$ cat config.mk
export PLATFORM = sky130hd
export DESIGN_NAME = sdpram_stream_reader
export DESIGN_NICKNAME = d
export VERILOG_FILES = /design/src/rtl/sdpram_stream_reader.sv
export SDC_FILE = /design/constraint.sdc
export NUM_CORES = 1
export LEC_CHECK = 0
export BUFFER_PORTS_ARGS = -buffer_cell sky130_fd_sc_hd__buf_4
export CORE_ASPECT_RATIO = 1.25
export CORE_UTILIZATION = 58
export DETAILED_ROUTE_END_ITERATION = 8
export PLACE_DENSITY = 0.85
export SYNTH_ARGS = -nofsm -noshare
export SYNTH_HDL_FRONTEND = slang
export SYNTH_SLANG_ARGS = --single-unit
$ cat constraint.sdc
create_clock -name rd_clk -period 3.6 [get_ports rd_clk]
set_input_delay 0.18 -clock rd_clk [delete_from_list [all_inputs] [get_ports rd_clk]]
set_output_delay 0.18 -clock rd_clk [all_outputs]
set_load 0.05 [all_outputs]
$ cat src/rtl/sdpram_stream_reader.sv
// Read-side controller for the simple-dual-port line buffer: turns (addr, len) commands into a
// backpressured valid/ready stream. Define SDPRAM_RD_OREG_EN when the RAM output register is enabled (L=3).
module sdpram_stream_reader #(
  parameter int ADDR_WIDTH = 11,
  parameter int DATA_WIDTH = 8,
  parameter int LEN_WIDTH  = 12
) (
  input  logic                  rd_clk,
  input  logic                  rd_rst,
  input  logic                  start,
  input  logic [ADDR_WIDTH-1:0] start_addr,
  input  logic [LEN_WIDTH-1:0]  start_len,
  output logic                  busy,
  output logic                  done,
  output logic [ADDR_WIDTH-1:0] ram_rd_addr,
  input  logic [DATA_WIDTH-1:0] ram_rd_data,
  output logic [DATA_WIDTH-1:0] m_data,
  output logic                  m_valid,
  output logic                  m_last,
  input  logic                  m_ready
);

`ifdef SDPRAM_RD_OREG_EN
  localparam int LAT = 3;
`else
  localparam int LAT = 2;
`endif
  localparam int DEPTH = 4;
  localparam logic [ADDR_WIDTH-1:0] ADDR_ONE = ADDR_WIDTH'(1);
  localparam logic [LEN_WIDTH-1:0]  LEN_ONE  = LEN_WIDTH'(1);

  typedef enum logic [1:0] {
    S_IDLE  = 2'd0,
    S_ISSUE = 2'd1,
    S_DRAIN = 2'd2
  } state_t;

  state_t                  r_state;
  logic [ADDR_WIDTH-1:0]   r_addr;
  logic [LEN_WIDTH-1:0]    r_remaining;
  logic [LAT-1:0]          r_pipe_v;
  logic [LAT-1:0]          r_pipe_last;
  logic [DATA_WIDTH-1:0]   r_mem [DEPTH];
  logic [DEPTH-1:0]        r_mem_last;
  logic [1:0]              r_wr_ptr;
  logic [1:0]              r_rd_ptr;
  logic [2:0]              r_cnt;

  logic                    w_pop;
  logic                    w_push;
  logic [2:0]              w_inflight;
  logic [3:0]              w_level;
  logic                    w_issue;
  logic                    w_issue_last;

  assign m_valid    = (r_cnt != 3'd0);
  assign m_data     = r_mem[r_rd_ptr];
  assign m_last     = m_valid & r_mem_last[r_rd_ptr];
  assign w_pop      = m_valid & m_ready;
  assign w_push     = r_pipe_v[LAT-1];
  assign w_inflight = 3'($countones(r_pipe_v));
  // Words already owed to the FIFO after this edge; keeping it below DEPTH makes overflow impossible.
  assign w_level    = 4'(r_cnt) + 4'(w_inflight) - 4'(w_pop);

  // NOTE: every signal assigned in always_comb gets a default first so no latch is inferred.
  always_comb begin
    w_issue      = 1'b0;
    w_issue_last = 1'b0;
    case (r_state)
      S_IDLE: begin
        w_issue      = start && (start_len != '0);
        w_issue_last = (start_len == LEN_ONE);
      end
      S_ISSUE: begin
        w_issue      = (r_remaining != '0) && (w_level < 4'(DEPTH));
        w_issue_last = (r_remaining == LEN_ONE);
      end
      default: ;
    endcase
  end

  // In-flight pipe: a valid/last tag per outstanding read, aligned with the RAM latency.
  // NOTE: sequential state uses non-blocking assignments so every flop samples pre-edge values.
  always_ff @(posedge rd_clk or posedge rd_rst) begin
    if (rd_rst) begin
      r_pipe_v    <= '0;
      r_pipe_last <= '0;
    end else begin
      r_pipe_v    <= {r_pipe_v[LAT-2:0], w_issue};
      r_pipe_last <= {r_pipe_last[LAT-2:0], w_issue & w_issue_last};
    end
  end

  // Show-ahead FIFO; the head entry drives the stream directly.
  always_ff @(posedge rd_clk or posedge rd_rst) begin
    if (rd_rst) begin
      // NOTE: this small storage is reset only because its head drives m_data, which must read 0 out of reset.
      for (int i = 0; i < DEPTH; i++) r_mem[i] <= '0;
      r_mem_last <= '0;
      r_wr_ptr   <= '0;
      r_rd_ptr   <= '0;
      r_cnt      <= '0;
    end else begin
      if (w_push) begin
        r_mem[r_wr_ptr]      <= ram_rd_data;
        r_mem_last[r_wr_ptr] <= r_pipe_last[LAT-1];
        r_wr_ptr             <= r_wr_ptr + 2'd1;
      end
      if (w_pop) r_rd_ptr <= r_rd_ptr + 2'd1;
      r_cnt <= r_cnt + 3'(w_push) - 3'(w_pop);
    end
  end

  always_ff @(posedge rd_clk or posedge rd_rst) begin
    if (rd_rst) begin
      r_state     <= S_IDLE;
      r_addr      <= '0;
      r_remaining <= '0;
      ram_rd_addr <= '0;
      busy        <= 1'b0;
      done        <= 1'b0;
    end else begin
      done <= 1'b0;
      case (r_state)
        S_IDLE: begin
          if (start) begin
            if (start_len != '0) begin
              ram_rd_addr <= start_addr;
              r_addr      <= start_addr + ADDR_ONE;
              r_remaining <= start_len - LEN_ONE;
              busy        <= 1'b1;
              r_state     <= (start_len == LEN_ONE) ? S_DRAIN : S_ISSUE;
            end else begin
              done <= 1'b1;
            end
          end
        end
        S_ISSUE: begin
          if (w_issue) begin
            ram_rd_addr <= r_addr;
            r_addr      <= r_addr + ADDR_ONE;
            r_remaining <= r_remaining - LEN_ONE;
            if (r_remaining == LEN_ONE) r_state <= S_DRAIN;
          end
        end
        S_DRAIN: begin
          if (w_pop && m_last && (w_inflight == 3'd0)) begin
            done    <= 1'b1;
            busy    <= 1'b0;
            r_state <= S_IDLE;
          end
        end
        default: r_state <= S_IDLE;
      endcase
    end
  end

endmodule

==> flow_metrics.py, run 1 <==
metrics = {
    "synthesis": {
        "synth_area_leaders": "dfrtp_1, mux2_2, ha_1",
        "synthArstFlopShare_pct": 100,
        "yosysTopAreaCellShare_pct": 45.3,
        "syn_nets": 502,
        "syn_avg_cell_area_um2": 10.5,
        "netlist-cell-type-count": 60,
        "netlist_instances": 449,
        "yosys_warnings": 0,
        "yosysSeqAreaShare_pct": 45.3,
        "yosysTopAreaCell": "dfrtp_1",
        "synth_edf_count": 0,
        "syn_area_mm2": 0.00470,
        "synth_flop_cell": "dfrtp_1",
        "ys_ff_latch": 85,
    },
    "drt": {
        "final_antenna_net_count": 0,
        "dr_wl_met2_um": 5490,
        "drt_iter0_markers": 196,
        "vias": 3686,
        "wl_met1_um": 4020,
        "dr_wl_met3_um": 495,
        "totalWireLength_um": 10300,
        "top_layer_used": "met4",
        "drt-pass1-iter-count": 5,
        "wl_per_cell_um": 17.0,
        "drc": 0,
        "vias_per_cell": 6.08,
    },
    "timing": {
        "hold_ws_ps": 39.0,
        "worst_slew_margin_rel_pct": 28.7,
        "drv_slew": 0,
        "worstMarginPinSlew_ps": 1070,
        "skew_ps": 8.54,
        "final-setup-viol-count": 0,
        "grt_setup_unrepaired": "false",
        "fin_setup_tns_ps": 0,
        "finalCritPeriodShare_pct": 86.9,
        "min_period_ps": 3130,
        "fmax_ghz": 0.320,
        "hold_violations": 0,
    },
    "clocking": {
        "cts-resized-gates": 0,
        "cts_buffers": 9,
        "cts.sinks": 85,
        "ctsLongestPathBuffers": 2,
        "clkTransAtPathRegs_ps": 100,
        "hold_buffers": 0,
        "cts_setup_buffers": 0,
        "clock_latency_ps": 370,
        "cts_tree": "built",
        "htreeDepth": 3,
        "root_buffer": "clkbuf_8",
    },
    "critical_path": {
        "slowest_stage": "dfrtp_1",
        "crit_buf_inv": 3,
        "path_cells": "or3_1 -> and2_0 -> ha_1 -> nand3b_1 -> and3b_1 -> nor3_1 -> buf_4 -> a31oi_4 -> inv_2 -> buf_4 -> nor2_1 -> a311oi_1",
        "cp_max_fo": 22,
        "crit_type": "flop to flop",
        "crit_top_cell": "buf_4",
        "start_kind": "flop",
        "crit_family": "simple AND/OR/NAND/NOR gates",
        "cp_slowest_stage_delay_ps": 440,
        "cp.required_ps": 3880,
        "worstPathArrival_ps": 3410,
        "end_kind": "flop",
    },
    "placement": {
        "dpl-instance-area_mm2": 0.00522,
        "gp_congestion": 0.854,
        "dp_hpwl_um": 7350,
        "placed_cells": 590,
        "io_buffers": 57,
    },
    "floorplanning": {
        "die_w_um": 82.5,
        "ioPinCount": 58,
        "rows": 36,
        "fp.dieH_um": 103,
        "start_util_pct": 59.9,
        "core_mm2": 0.00784,
        "dieArea_mm2": 0.00847,
    },
    "cells_and_area": {
        "fin_cells": 606,
        "drive_gt1_share_pct": 27.0,
        "syn2layout_area_growth_pct": 15.6,
        "antenna_cells": 0,
        "fin_area_mm2": 0.00543,
        "final_nets": 559,
    },
    "global_routing": {
        "antenna_found_initial": 0,
        "grt_usage_pct": 26.6,
        "grt_remaining_overflow": 0,
        "grt_max_degree": 63,
        "grt_first_pass_wirelength_um": 16800,
        "first_global_vias": 3613,
    },
    "power_and_ir_drop": {
        "leakage_uw": 0.00244,
        "ir_drop_mv": 0.628,
        "total_power_uw": 5660,
        "powerDensity_mw_per_mm2": 1040,
    },
    "hold_path": {
        "hold_path_class": "primary input to asynchronous set/reset pin",
    },
    "flow_run": {
        "drv_cap": 0,
    },
    "run_status": {
        "status": "complete, no violations",
    },
}
==> synth_stat cells, types with 5 or more instances <==
master,count
dfrtp_1,85
nand2_1,48
mux2_2,36
nor2_1,29
inv_1,26
a21oi_1,22
o21ai_0,22
ha_1,17
nand3_1,13
clkbuf_1,11
nor3_1,11
xor2_1,11
mux4_2,9
a31oi_1,8
mux2i_1,6
o22ai_1,6
and3_1,5
buf_2,5
==> report_power, final <==
part	internal, µW	total [µW]	switching, µW
Combinational	1270	3080	1810
Sequential	1430	1860	423
Clock	340	728	388
==> worst register-to-register path, cell delays in order, from the launching register on <==
cell	delay [ps]
dfrtp_1	440
or3_1	390
and2_0	260
ha_1	330
nand3b_1	170
and3b_1	190
nor3_1	180
buf_4	170
a31oi_4	90
inv_2	300
buf_4	260
nor2_1	60
a311oi_1	190
==> final timing paths <==
check | from | to | slack, ps | cells past startpoint
setup / recovery | r_cnt[1] | r_addr[3] | 470 | 12
hold reg to reg | r_pipe_last[0] | r_pipe_last[1] | 350 | 0
setup reg to reg | r_cnt[1] | r_addr[3] | 470 | 12
hold / removal | rd_rst | r_mem[0] | 40 | 2
min in group rd_clk | start_len[0] | r_remaining[0] | 50 | 2
max in group asynchronous | rd_rst | r_remaining[2] | 2670 | 3
==> cell type report <==
| cell class | instances | area [µm²] |
|---|---|---|
| fill | 604 | 2410 |
| multi-input combinational | 317 | 2370 |
| sequential | 85 | 2130 |
| timing repair buffer | 66 | 495 |
| clock buffer | 9 | 124 |
| tap | 95 | 119 |
| inverter | 27 | 103 |
| clock inverter | 7 | 90.1 |
==> layer usage <==
layer | global-route usage [%] | vias up
met3 | 5.04 | 30
met1 | 30.8 | 1801
met5 | 0 | -
li1 | - | 1736
met4 | 14.2 | 0
met2 | 46.1 | 119
==> cells by family (layout without fill, tap and decap cells) <==
logic type	count (synthesis)	in the layout	synth area share [%]
flip-flops	85	85	45.3
AO/OA/AOI/OAI	93	93	13.1
XOR/XNOR	14	14	2.61
AND/OR/NAND/NOR	141	141	15.6
multiplexers	51	51	14.2
buffers and inverters	47	109	4.21
adder cells (fa/ha/maj)	18	18	4.95
==> stage by stage <==
stage                     worst slack (ps)  utilization [%]
after floorplan                        397                -
after global placement                 644             66.6
after detailed placement               518             66.6
after CTS                              478             69.3
after global routing                   200             69.3
final                                  471             69.3
==> flip-flops by register name, indices dropped and copies added, names as in the netlist, 3 cells and up <==
signal,cells
r_cnt,3
r_remaining,12
r_mem,32
r_mem_last,4
ram_rd_addr,11
r_addr,11
==> layout by cell type, fill, tap and decap left out, types with 4 or more instances in the layout <==
cell,instances
nand3_1,13
inv_1,25
mux2i_1,6
dfrtp_1,85
nand3b_1,4
nand2_1,48
o22a_1,4
mux2_2,36
nor3_1,11
buf_4,66
ha_1,17
a211oi_1,4
and3_1,5
o22ai_1,6
mux4_2,9
a22o_1,4
a21oi_1,22
nor2_1,29
o21ai_0,22
clkbuf_8,9
a31oi_1,8
xor2_1,11
nor4_1,4
Note: power is estimated with default switching activity, not from simulation.
==> run 2: changes to the inputs <==
Settings changed: ABC_AREA set to 1, CORE_UTILIZATION 58 to 59, PLACE_DENSITY 0.85 to 0.9.
==> run 2 against run 1 <==
Synthesized cell count rose by 41%. Via count is 16% higher. Power shrank 0.97%. Wire length increased by 5.0%. Largest cell class unchanged. Highest routed layer unchanged.
==> flow_metrics.py, run 2 <==
metrics = {
    "run_status": {
        "status": "complete, no violations",
    },
    "drt": {
        "totalWireLength_um": 10800,
        "drt_iter0_markers": 272,
        "vias_per_cell": 5.48,
        "drt-pass1-iter-count": 5,
        "vias": 4289,
        "final_antenna_net_count": 0,
        "wl_per_cell_um": 13.9,
        "drc": 0,
    },
    "synthesis": {
        "netlist_instances": 632,
        "yosys_warnings": 0,
        "synth_common_cells": "nand2_1, dfrtp_1, o21ai_0",
        "syn_avg_cell_area_um2": 7.72,
        "yosysSeqAreaShare_pct": 43.6,
        "syn_area_mm2": 0.00488,
        "synth_edf_count": 0,
        "yosysMostFrequentCell": "nand2_1",
        "synthArstFlopShare_pct": 100,
        "synth_area_leaders": "dfrtp_1, nand2_1, o21ai_0",
        "synth_flop_cell": "dfrtp_1",
        "yosysTopAreaCellShare_pct": 43.6,
        "yosysTopAreaCell": "dfrtp_1",
        "netlist-cell-type-count": 34,
        "ys_ff_latch": 85,
        "syn_nets": 685,
    },
    "power_and_ir_drop": {
        "powerDensity_mw_per_mm2": 1020,
        "leakage_uw": 0.00286,
        "ir_drop_mv": 0.933,
        "total_power_uw": 5610,
    },
    "global_routing": {
        "grt_first_pass_wirelength_um": 18900,
        "grt_max_degree": 59,
        "antenna_found_initial": 0,
        "grt_usage_pct": 26.9,
        "grt_remaining_overflow": 0,
        "first_global_vias": 4296,
    },
    "critical_path": {
        "cp.required_ps": 3850,
        "crit_top_cell": "nand2_1",
        "end_kind": "flop",
        "crit_family": "simple AND/OR/NAND/NOR gates",
        "cp_max_fo": 24,
        "path_cells": "nor3_1 -> nor2_1 -> ha_1 -> inv_1 -> ha_1 -> nand3_1 -> o211ai_1 -> nand2_1 -> nand4_1 -> nand2_2 -> inv_2 -> nand2_1 -> nand2_1",
        "worstPathArrival_ps": 3150,
        "crit_type": "flop to flop",
        "slowest_stage": "dfrtp_1",
        "start_kind": "flop",
        "cp.depth": 13,
        "ff2ff_path_depth": 13,
        "crit_buf_inv": 2,
        "cp_slowest_stage_delay_ps": 420,
    },
    "flow_run": {
        "drv_cap": 0,
    },
    "floorplanning": {
        "die_w_um": 83.3,
        "core_mm2": 0.00788,
        "rows": 36,
        "dieArea_mm2": 0.00864,
        "start_util_pct": 61.9,
        "fp.dieH_um": 104,
        "ioPinCount": 58,
    },
    "cells_and_area": {
        "largestRegisters": "r_mem x32, r_remaining x12",
        "antenna_cells": 0,
        "final_common_cell": "nand2_1",
        "post-route-util_pct": 69.9,
        "final_nets": 735,
        "largest_reg_flops": 32,
        "fin_cells": 782,
        "drive_gt1_share_pct": 17.3,
        "syn2layout_area_growth_pct": 12.9,
        "largest-register": "r_mem",
        "layout_common_cells": "nand2_1, dfrtp_1, o21ai_0, inv_1, buf_4",
    },
    "clocking": {
        "cts.sinks": 85,
        "ctsLongestPathBuffers": 2,
        "hold_buffers": 0,
        "clkTransAtPathRegs_ps": 90,
        "cts_setup_buffers": 0,
        "cts_buffers": 9,
        "cts_tree": "built",
        "clock_latency_ps": 360,
        "htreeDepth": 3,
        "root_buffer": "clkbuf_8",
        "cts-resized-gates": 0,
    },
    "timing": {
        "min_period_ps": 2900,
        "fin_setup_tns_ps": 0,
        "worst_slew_margin_rel_pct": 35.5,
        "fmax_ghz": 0.345,
        "drv_slew": 0,
        "skew_ps": 12.7,
        "grt_setup_unrepaired": "false",
        "hold_violations": 0,
        "finalCritPeriodShare_pct": 80.6,
        "hold_ws_ps": 5.33,
        "final-setup-viol-count": 0,
        "worstMarginPinSlew_ps": 966,
    },
    "placement": {
        "io_buffers": 57,
        "dp_hpwl_um": 7800,
        "placed_cells": 766,
        "gp_congestion": 0.889,
    },
    "hold_path": {
        "hold_path_class": "primary input to asynchronous set/reset pin",
    },
}
## run 2: changes by cell type after synthesis, sizes merged, moves of 8 or more
cell	change
nand2	+174
a31oi	-8
mux4	-9
a21oi	-18
o21ai	+56
nand3	+17
inv	+38
nor2	+32
mux2	-36
nor3	-10
## run 2: final cells by class
cell class / count / area, µm²
clock buffers: 10 / 138
clock inverters: 6 / 68.8
fillers: 633 / 2370
well taps: 95 / 119
repair buffers: 60 / 450
flip-flops and latches: 85 / 2130
inverters: 66 / 249
multi-input cells: 460 / 2360
## run 2: per-stage QoR
stage	setup WS (ps)	area, µm²
finish	699	5510
global placement	948	5300
detailed placement	709	5300
CTS	699	5510
global route	407	5510
floorplan	1230	4880
## run 2: final timing paths
path,from,end,slack (ps)
max,r_cnt[1],r_addr[8],700
max reg2reg,r_cnt[1],r_addr[8],700
max in group asynchronous,rd_rst,r_rd_ptr[0],2680
min reg2reg,r_pipe_last[0],r_pipe_last[1],380
min,rd_rst,r_mem[15],5
min in group rd_clk,start,busy,110
## run 2: metal layers
layer	vias to the layer above	wire [µm]	global-route usage (%)
met5	-	0	0
met4	0	266	12.4
met3	29	547	4.78
met2	154	5600	47.1
met1	2005	4420	31.7
li1	2101	-	-
## run 2: logic make-up after synthesis
logic type               count (synthesis)  share of synthesized area, %
buffers and inverters                   87                          8.08
multiplexers                             1                         0.205
XOR/XNOR                                15                          2.69
flip-flops                              85                          43.6
adder cells (fa/ha/maj)                 18                          4.77
AND/OR/NAND/NOR                        330                          29.4
AO/OA/AOI/OAI                           96                          11.3
## run 2: where the power goes
| part | switching [µW] | internal [µW] |
|---|---|---|
| Combinational | 2230 | 1010 |
| Clock | 359 | 344 |
| Sequential | 288 | 1380 |
## run 2: worst reg2reg max path: cells and delay by family, from the launching register on
kind / cells / cell delay, ps
buffers and inverters: 2 / 390
adders and majority gates: 2 / 450
and+or+nand+nor: 8 / 1440
DFF: 1 / 420
AOI/OAI and AO/OA: 1 / 90
